`config.mk`:
```
export PLATFORM = sky130hd
export DESIGN_NAME = layer_output_serializer_flat
export DESIGN_NICKNAME = d
export VERILOG_FILES = /design/src/rtl/fnn_pkg.sv /design/src/rtl/layer_output_serializer_if.sv /design/src/rtl/layer_output_serializer_capture.sv /design/src/rtl/layer_output_serializer.sv /design/src/flat_wrapper.sv
export SDC_FILE = /design/constraint.sdc
export NUM_CORES = 1
export LEC_CHECK = 0
export CORE_MARGIN = 4
export CORE_UTILIZATION = 50
export DETAILED_ROUTE_END_ITERATION = 8
export PLACE_DENSITY = 0.81
export SYNTH_ARGS = -nofsm -noshare
export SYNTH_HDL_FRONTEND = slang
export SYNTH_SLANG_ARGS = --single-unit
```
`constraint.sdc`:
```
create_clock -name clk -period 4 [get_ports clk]
set_input_delay 0.8 -clock clk [delete_from_list [all_inputs] [get_ports clk]]
set_output_delay 0.8 -clock clk [all_outputs]
set_load 0.02 [all_outputs]
```
`src/rtl/fnn_pkg.sv`:
```
// Shared types and helpers for the fully-connected network datapath.
package fnn_pkg;

    // Serializer FSM encoding: gather neuron outputs, then stream them out.
    typedef enum logic [0:0] {
        COLLECT = 1'b0,
        SHIFT   = 1'b1
    } ser_state_t;

    // Index counter width; never narrower than one bit so NUM_NEURONS=1 still works.
    function automatic int cnt_width(input int n);
        return ($clog2(n) < 1) ? 1 : $clog2(n);
    endfunction

endpackage

```
`src/rtl/layer_output_serializer_if.sv`:
```
// Parallel-in / serial-out bus between two fully-connected layers.
// master drives neuron outputs and observes the stream; slave is the serializer.
interface layer_output_serializer_if #(
    parameter int NUM_NEURONS = 30,
    parameter int DATA_WIDTH  = 16
);
    logic [NUM_NEURONS*DATA_WIDTH-1:0] in_data;
    logic [NUM_NEURONS-1:0]            in_valid;
    logic [DATA_WIDTH-1:0]             out_data;
    logic                              out_valid;
    logic                              busy;
    logic                              overrun;

    modport master (
        output in_data, in_valid,
        input  out_data, out_valid, busy, overrun
    );

    modport slave (
        input  in_data, in_valid,
        output out_data, out_valid, busy, overrun
    );
endinterface

```
`src/rtl/layer_output_serializer_capture.sv`:
```
// Per-neuron capture buffer with arrival flags and an indexed read port.
module layer_capture_bank
    import fnn_pkg::*;
#(
    parameter int NUM_NEURONS = 30,
    parameter int DATA_WIDTH  = 16,
    parameter int CNT_W       = cnt_width(NUM_NEURONS)
) (
    input  logic                              clk,
    input  logic                              rst,
    input  logic [NUM_NEURONS*DATA_WIDTH-1:0] in_data_i,
    input  logic [NUM_NEURONS-1:0]            in_valid_i,
    input  logic                              capture_en_i,
    input  logic                              clear_i,
    input  logic [CNT_W-1:0]                  rd_idx_i,
    output logic                              all_got_o,
    output logic [DATA_WIDTH-1:0]             rd_data_o
);

    logic [NUM_NEURONS-1:0][DATA_WIDTH-1:0] buf_q;
    logic [NUM_NEURONS-1:0]                 got_q;
    logic [NUM_NEURONS-1:0]                 cap_mask;

    assign cap_mask = capture_en_i ? in_valid_i : '0;

    // All present once this cycle's arrivals are folded in, so the FSM can leave COLLECT immediately.
    assign all_got_o = &(got_q | cap_mask);

    // Arrival flags: cleared at frame end, sticky per neuron otherwise.
    always_ff @(posedge clk) begin
        if (rst) begin
            got_q <= '0;
        end else if (clear_i) begin
            got_q <= '0;
        end else begin
            got_q <= got_q | cap_mask;
        end
    end

    // Data buffer: latest arrival wins; contents need no reset since got_q gates their use.
    always_ff @(posedge clk) begin
        for (int i = 0; i < NUM_NEURONS; i++) begin
            if (cap_mask[i]) begin
                buf_q[i] <= in_data_i[i*DATA_WIDTH +: DATA_WIDTH];
            end
        end
    end

    // Read mux by stream index; written as a compare loop so any NUM_NEURONS indexes cleanly.
    always_comb begin
        rd_data_o = '0;
        for (int i = 0; i < NUM_NEURONS; i++) begin
            if (rd_idx_i == CNT_W'(i)) begin
                rd_data_o = buf_q[i];
            end
        end
    end

endmodule

```
`src/rtl/layer_output_serializer.sv`:
```
// Collects one layer's skewed neuron outputs, then broadcasts them one per cycle
// (neuron 0 first) as the next layer's input stream. All outputs are registered.
module layer_output_serializer
    import fnn_pkg::*;
#(
    parameter int NUM_NEURONS = 30,
    parameter int DATA_WIDTH  = 16
) (
    input  logic                      clk,
    input  logic                      rst,
    layer_output_serializer_if.slave  bus
);

    localparam int               CNT_W      = cnt_width(NUM_NEURONS);
    localparam logic [0:0]       ST_COLLECT = COLLECT;
    localparam logic [0:0]       ST_SHIFT   = SHIFT;
    localparam logic [CNT_W-1:0] CNT_LAST   = CNT_W'(NUM_NEURONS - 1);

    logic [0:0]            state_q, state_d;
    logic [CNT_W-1:0]      cnt_q, cnt_d;
    logic [DATA_WIDTH-1:0] out_data_q, out_data_d;
    logic                  out_valid_q, out_valid_d;
    logic                  busy_q, busy_d;
    logic                  overrun_q, overrun_d;

    logic                  capture_en;
    logic                  clear;
    logic                  all_got;
    logic [DATA_WIDTH-1:0] rd_data;

    layer_capture_bank #(
        .NUM_NEURONS (NUM_NEURONS),
        .DATA_WIDTH  (DATA_WIDTH),
        .CNT_W       (CNT_W)
    ) u_bank (
        .clk          (clk),
        .rst          (rst),
        .in_data_i    (bus.in_data),
        .in_valid_i   (bus.in_valid),
        .capture_en_i (capture_en),
        .clear_i      (clear),
        .rd_idx_i     (cnt_q),
        .all_got_o    (all_got),
        .rd_data_o    (rd_data)
    );

    // Next-state: capture until every neuron reported, then emit NUM_NEURONS back-to-back beats.
    always_comb begin
        state_d     = state_q;
        cnt_d       = cnt_q;
        out_data_d  = out_data_q;
        out_valid_d = 1'b0;
        busy_d      = 1'b0;
        overrun_d   = overrun_q;
        capture_en  = (state_q == ST_COLLECT);
        clear       = 1'b0;
        case (state_q)
            ST_COLLECT: begin
                if (all_got) begin
                    state_d = ST_SHIFT;
                    cnt_d   = '0;
                end
            end
            ST_SHIFT: begin
                out_data_d  = rd_data;
                out_valid_d = 1'b1;
                busy_d      = 1'b1;
                // Arrivals while streaming would corrupt the frame; drop and flag them.
                if (|bus.in_valid) begin
                    overrun_d = 1'b1;
                end
                if (cnt_q == CNT_LAST) begin
                    state_d = ST_COLLECT;
                    cnt_d   = '0;
                    clear   = 1'b1;
                end else begin
                    cnt_d = cnt_q + CNT_W'(1);
                end
            end
            default: begin
                state_d = ST_COLLECT;
                cnt_d   = '0;
            end
        endcase
    end

    // State and output registers; reset aborts any frame in flight.
    always_ff @(posedge clk) begin
        if (rst) begin
            state_q     <= ST_COLLECT;
            cnt_q       <= '0;
            out_data_q  <= '0;
            out_valid_q <= 1'b0;
            busy_q      <= 1'b0;
            overrun_q   <= 1'b0;
        end else begin
            state_q     <= state_d;
            cnt_q       <= cnt_d;
            out_data_q  <= out_data_d;
            out_valid_q <= out_valid_d;
            busy_q      <= busy_d;
            overrun_q   <= overrun_d;
        end
    end

    assign bus.out_data  = out_data_q;
    assign bus.out_valid = out_valid_q;
    assign bus.busy      = busy_q;
    assign bus.overrun   = overrun_q;

endmodule
```
`src/flat_wrapper.sv`:
```
// flat-port wrapper written by rule: the top's interface ports become plain ports
module layer_output_serializer_flat import fnn_pkg::*;
#(
    parameter int NUM_NEURONS = 30,
    parameter int DATA_WIDTH  = 16
)
  (clk, rst, bus_in_data, bus_in_valid, bus_out_data, bus_out_valid, bus_busy, bus_overrun);
  layer_output_serializer_if #(.NUM_NEURONS(NUM_NEURONS), .DATA_WIDTH(DATA_WIDTH)) bus_i ();
  input  logic clk;
  input  logic rst;
  input wire logic [$bits(bus_i.in_data)-1:0] bus_in_data;
  input wire logic [$bits(bus_i.in_valid)-1:0] bus_in_valid;
  output wire logic [$bits(bus_i.out_data)-1:0] bus_out_data;
  output wire logic [$bits(bus_i.out_valid)-1:0] bus_out_valid;
  output wire logic [$bits(bus_i.busy)-1:0] bus_busy;
  output wire logic [$bits(bus_i.overrun)-1:0] bus_overrun;
  assign bus_i.in_data = bus_in_data;
  assign bus_i.in_valid = bus_in_valid;
  assign bus_out_data = bus_i.out_data;
  assign bus_out_valid = bus_i.out_valid;
  assign bus_busy = bus_i.busy;
  assign bus_overrun = bus_i.overrun;
  layer_output_serializer #(.NUM_NEURONS(NUM_NEURONS), .DATA_WIDTH(DATA_WIDTH)) u_core (.clk(clk), .rst(rst), .bus(bus_i));
endmodule
```
==> run metrics, run 1 <==
Initial DRC Count roughly 3,200; DP Area about 28,000 sq um; Netlist cell types 90; max_cap viols 0; VDD IR max about 0.00038 V; largest net degree at the start of global routing 50; Least-Margin Pin Slew around 1.2 ns; CTS tree built; Peak Freq 266 MHz; Startpoint Class flip-flop; leakage power total between 10 and 15 nW; Area Growth Syn to Fin 36.1%; Final min period approximately 3.8 ns; Synth Instances 1,557; worst skew pair latency 0.60 ns; DR vias/cell approximately 6.5; fin util about 70%; Site Rows 76; syn nets between 2,000 and 2,500; critical path type reg -> reg; Post-synth EDFFs 480; final net count approximately 2,600; Most used DFF post-synth edfxtp_1; Final Setup Violations 0; Req. time, crit path approximately 4.5 ns; status finished clean; WL/cell 33.9 um; cts hold-fix bufs 0; asr flop ratio synth 0%; root buffer selected by CTS clkbuf_16; Crit Path Max Fanout 22; setup TNS 0 ns; initial core utilization just over 50%; I/O pin cnt 531; Core ar. 43,300 sq um; Final Slew Violations 0; clock sink count between 500 and 600; Routed Wire Length 93.2 mm; GR Overflow Total 0; drt drc 0; worst hold path type reg -> reg; Post-CTS Setup Inserts 0; RSZ-0062 raised after global routing false; register area share after synthesis 70.6%; Chip Height roughly 220 um; vias around 18,000; Max-slew headroom 17.4%; Final WS setup ~0.24 ns; CP endpoint kind flip-flop; vias in the first global route 18,000; PwrDens 425 nW/um^2; H-tree depth 2; pre-CTS WS ~0.45 ns; skew final between 0.01 and 0.015 ns; DP HPWL 72.4 mm; Die ar. approximately 47,000 sq um; Hold Violations, Final 0; Synth Area per Inst between 10 and 15 sq um; Mapped Area between 20,000 and 25,000 sq um; First-pass DRT Iterations 7; All-Layer GR Usage a little under two fifths; Max Root-Sink Buffers 3; post-route cell area around 30,000 sq um; Buffers on Ports 530; Fillers roughly 3,000; first-pass GRT wire length ~130 mm; Reg2Reg Setup Slack 0.24 ns; CTS resizes 0; initial antenna violation count 6; width of the die 218 um; Reg clk slew, reported paths about 0.060 ns; post-route ant nets 0; arrival time at the worst endpoint between 4 and 5 ns; YS warnings 0; layout cells sized above 1 about a tenth; period utilization between 90 and 100%; RePlAce Congestion 1.05; CTS Buf Count 54; synthesized flop and latch total between 500 and 600
[worst max-delay path: stages, from the launching register on]
cell and delay, ns:
dfxtp_1 0.36, inv_1 0.14, ha_2 0.52, buf_4 0.35
buf_4 0.21, nand4bb_1 0.50, o21ai_0 0.80, a221oi_2 0.14
o221ai_1 0.45, a21oi_1 0.14
[per-stage QoR]
step	total power [mW]	hold WS (ns)	instances
floorplan	6.91	0.442	1557
global placement	7.74	0.443	2650
detailed placement	7.75	0.456	2650
CTS	12.7	0.470	2749
global route	13.0	0.483	2752
finish	12.7	0.470	2754
[layout by cell type (no fill, tap or decap), types with 10 or more instances in the layout]
cell type,instances
a211oi_1,19
a21o_1,10
a21oi_1,81
a221o_1,12
a221oi_1,33
a22oi_1,24
a31oi_1,13
buf_4,74
clkbuf_1,14
clkbuf_16,55
clkdlybuf4s50_1,530
clkinv_2,10
dfxtp_1,51
edfxtp_1,480
inv_1,22
nand2_1,72
nand2b_1,14
nand3_1,31
nand3b_1,16
nor2_1,86
nor2b_1,41
nor3_1,28
nor4_1,18
o211ai_1,23
o21a_1,35
o21ai_0,76
o221ai_1,15
o22ai_1,58
[synth_stat cells (33+ instances only)]
library cell / number / share of area, %
a21oi_1: 81 / 1.8
a221oi_1: 33 / 1.3
buf_2: 40 / 0.91
clkbuf_1: 41 / 0.70
dfxtp_1: 54 / 4.9
edfxtp_1: 480 / 66
nand2_1: 72 / 1.2
nor2_1: 87 / 1.5
nor2b_1: 50 / 1.4
o21a_1: 35 / 1.2
o21ai_0: 76 / 1.7
o22ai_1: 58 / 1.7
[routing by layer]
| layer | up-vias | global-route usage (%) | part of all wire, % |
|---|---|---|---|
| met4 | 6 | 14.0 | 4.1 |
| met2 | 1530 | 60.8 | 47 |
| li1 | 7390 | - | - |
| met5 | - | 0 | 0.040 |
| met1 | 8845 | 50.8 | 37 |
| met3 | 217 | 10.6 | 13 |
[power breakdown]
group / total (mW) / switching, mW / internal, mW
logic: 0.880 / 0.352 / 0.528
clock network: 5.03 / 2.14 / 2.89
registers: 6.79 / 0.237 / 6.55
[final timing paths]
check	from	endpoint	cells past startpoint
worst max-delay path	u_core.cnt_q[0]$_SDFFE_PP0P_	u_core.bus.out_data[12]$_SDFFE_PP0P_	9
worst min-delay path	u_core.u_bank.got_q[3]$_SDFF_PP0_	u_core.u_bank.got_q[3]$_SDFF_PP0_	1
worst max register to register	u_core.cnt_q[0]$_SDFFE_PP0P_	u_core.bus.out_data[12]$_SDFFE_PP0P_	9
worst min register to register	u_core.u_bank.got_q[3]$_SDFF_PP0_	u_core.u_bank.got_q[3]$_SDFF_PP0_	1
[kinds of logic after synthesis]
logic type                 count (synthesis)  synth area share (%)
muxes                                      1                0.0456
DFF                                      534                  70.6
buffers and inverters                    119                  2.58
and+or+nand+nor                          406                  10.7
AOI/OAI and AO/OA                        492                  15.8
adders and majority gates                  5                 0.285
[flip-flops by register name (all words and copies together) (netlist names)]
signal / count
u_core.cnt_q: 5
u_core.u_bank.got_q: 30
u_core.bus.out_valid: 1
u_core.state_q: 1
u_core.u_bank.buf_q: 480
u_core.bus.out_data: 16
u_core.bus.overrun: 1
[cell type report]
class | count | area, sq um | share of cell area, %
Sequential cell | 534 | 15500 | 51.9
Multi-Input combinational cell | 904 | 5940 | 19.9
Timing Repair Buffer | 605 | 5880 | 19.7
Clock buffer | 71 | 1460 | 4.87
Tap cell | 585 | 732 | 2.45
Clock inverter | 28 | 283 | 0.946
Inverter | 22 | 82.6 | 0.276
Antenna cell | 5 | 12.5 | 0.0419
Note: power is estimated with default switching activity, not from simulation.
==> run 2, diff against run 1 <==
CORE_MARGIN = not set   (was 4)
==> run 2 against run 1 <==
Compared with the run above: the flow now finishes with violations (design-rule violations); setup slack better by 0.033 ns; maximum frequency grew 0.87%; critical path depth down 2; cell area increased by 0.11%; non-clock buffer count fell by 6; power increased by 2.0%; sequential share of layout area shrank 0.058 points; first-iteration DRC count fell by 0.44%; global-route usage grew 1.7 points; count of clock-buffer cells in the layout down 6; sequential power about the same; critical endpoint is now u_core.bus.out_data[10]$_SDFFE_PP0P_; largest power group unchanged; highest routed layer unchanged.
==> run metrics, run 2 (synthesis gave the netlist of run 1 again) <==
status finished with violations; violated checks design-rule violations; Req. time, crit path 4.49 ns (+0.02 ns); clock sink count 534 (unchanged); vias in the first global route 17,300 (-3.4%); Max Root-Sink Buffers 3 (unchanged); max_cap viols 0 (unchanged); most frequent cells in the layout clkdlybuf4s50_1 (530), edfxtp_1 (480), nor2_1 (87); WL/cell 32.8 um (-3.0%); GR Overflow Total 0 (unchanged); width of the die 212 um (-2.8%); Final Setup Violations 0 (unchanged); CTS Buf Count 54 (unchanged); root buffer selected by CTS clkbuf_16; period utilization 93.2% (-0.81 points); layout cells sized above 1 9.17% (-0.49 points); PwrDens 433 nW/um^2 (+1.9%); critical path type reg -> reg; leakage power total 10.3 nW (about the same); VDD IR max 0.000374 V (-2.2%); DR vias/cell 6.52 (-0.21%); RSZ-0062 raised after global routing false; Non-Filler Instances 2,746 (-0.29%); Initial DRC Count 3,143 (-0.44%); DP HPWL 70.0 mm (-3.3%); Startpoint Class flip-flop; H-tree depth 2 (unchanged); Buffers on Ports 530 (unchanged); worst hold path type reg -> reg; I/O pin cnt 531 (unchanged); First-pass DRT Iterations 9 (+2); largest net degree at the start of global routing 51 (+2.0%); Routed Wire Length 90.1 mm (-3.3%); first-pass GRT wire length 124 mm (-3.7%); post-route cell area 29,900 sq um (+0.11%); worst skew pair latency 0.61 ns (about the same); commonest non-fill, non-tap cell in the layout clkdlybuf4s50_1; Max-slew headroom 39.0% (+22 points); RePlAce Congestion 1.02 (-2.9%); Crit Path Max Fanout 36 (+64%); arrival time at the worst endpoint 4.22 ns (about the same); Reg clk slew, reported paths 0.07 ns (about the same); Fillers 3,001 (+0.17%); Largest Register u_core.u_bank.buf_q; Cells after DPL 2,644 (-0.23%); cts hold-fix bufs 0 (unchanged); CTS tree built; CP endpoint kind flip-flop; Site Rows 76 (unchanged); setup TNS 0 ns (unchanged); CTS resizes 0 (unchanged); Hold Violations, Final 0 (unchanged); Post-CTS Setup Inserts 0 (unchanged); skew final 0.0261 ns (+0.0141 ns); Area Growth Syn to Fin 36.2%; Chip Height 212 um (-2.8%); initial core utilization 50.9% (+0.11 points); post-route ant nets 0 (unchanged); DP Area 28,100 sq um (-0.16%); Peak Freq 268 MHz (+0.87%); drt drc 1 (+1); final net count 2,632 (-0.23%); Final Slew Violations 0 (unchanged); All-Layer GR Usage 39.9% (+1.7 points); Least-Margin Pin Slew 0.915 ns (-0.319 ns); max reg flops 480 (unchanged); Die ar. 44,800 sq um (-5.4%); fin util 69.3% (+0.23 points); initial antenna violation count 3 (-3); vias 17,900 (-0.50%); Core ar. 43,200 sq um (-0.22%); Final min period 3.73 ns (-0.0325 ns)
## run 2: cell types whose count changed in the layout (fill, tap and decap cells not counted), sizes merged
cell and delta:
buf -6, clkinv +2, clkinvlp +1, clkbuf -6
diode -3, bufinv +4
## run 2: area by class of cell
| class | instances | area, sq um | share of cell area [%] |
|---|---|---|---|
| flip-flops and latches | 534 | 15500 | 51.8 |
| multi-input cells | 904 | 5920 | 19.8 |
| repair buffers | 599 | 5850 | 19.5 |
| clock buffers | 65 | 1410 | 4.73 |
| well taps | 585 | 732 | 2.45 |
| clock inverters | 35 | 413 | 1.38 |
| inverters | 22 | 82.6 | 0.276 |
| diodes | 2 | 5.00 | 0.0167 |
## run 2: layer usage
metal	up-vias	share of wire (%)	track usage, %
li1	7372	-	-
met3	196	13	8.81
met5	-	0.0089	0
met1	8724	37	54.7
met4	2	3.4	13.0
met2	1604	46	63.4
## run 2: power breakdown
part	switching [mW]	internal [mW]
sequential	0.233	6.55
clock	2.17	3.10
combinational	0.362	0.528
## run 2: critical path: stages (launching register included)
cell and delay [ns]:
dfxtp_2 0.87, buf_4 0.37, nand3b_2 0.23, nor2_1 0.65, nor3_1 0.22, a211oi_1 0.67, o211ai_1 0.24, a221o_1 0.33
## run 2: final timing paths
check	startpoint	to	slack, ns	cells past startpoint
setup / recovery	u_core.cnt_q[4]$_SDFFE_PP0P_	u_core.bus.out_data[10]$_SDFFE_PP0P_	0.27	7
hold / removal	u_core.u_bank.got_q[10]$_SDFF_PP0_	u_core.u_bank.got_q[10]$_SDFF_PP0_	0.47	1
setup reg to reg	u_core.cnt_q[4]$_SDFFE_PP0P_	u_core.bus.out_data[10]$_SDFFE_PP0P_	0.27	7
hold reg to reg	u_core.u_bank.got_q[10]$_SDFF_PP0_	u_core.u_bank.got_q[10]$_SDFF_PP0_	0.47	1
## run 2: metrics by stage
| stage | worst slack (ns) | total power, mW | hold slack, ns |
|---|---|---|---|
| final | 0.271 | 13.0 | 0.467 |
| after global placement | 0.610 | 7.76 | 0.449 |
| after CTS | 0.570 | 12.9 | 0.469 |
| after floorplan | 0.951 | 6.91 | 0.442 |
| after global routing | 0.293 | 13.2 | 0.483 |
| after detailed placement | 0.599 | 7.75 | 0.454 |
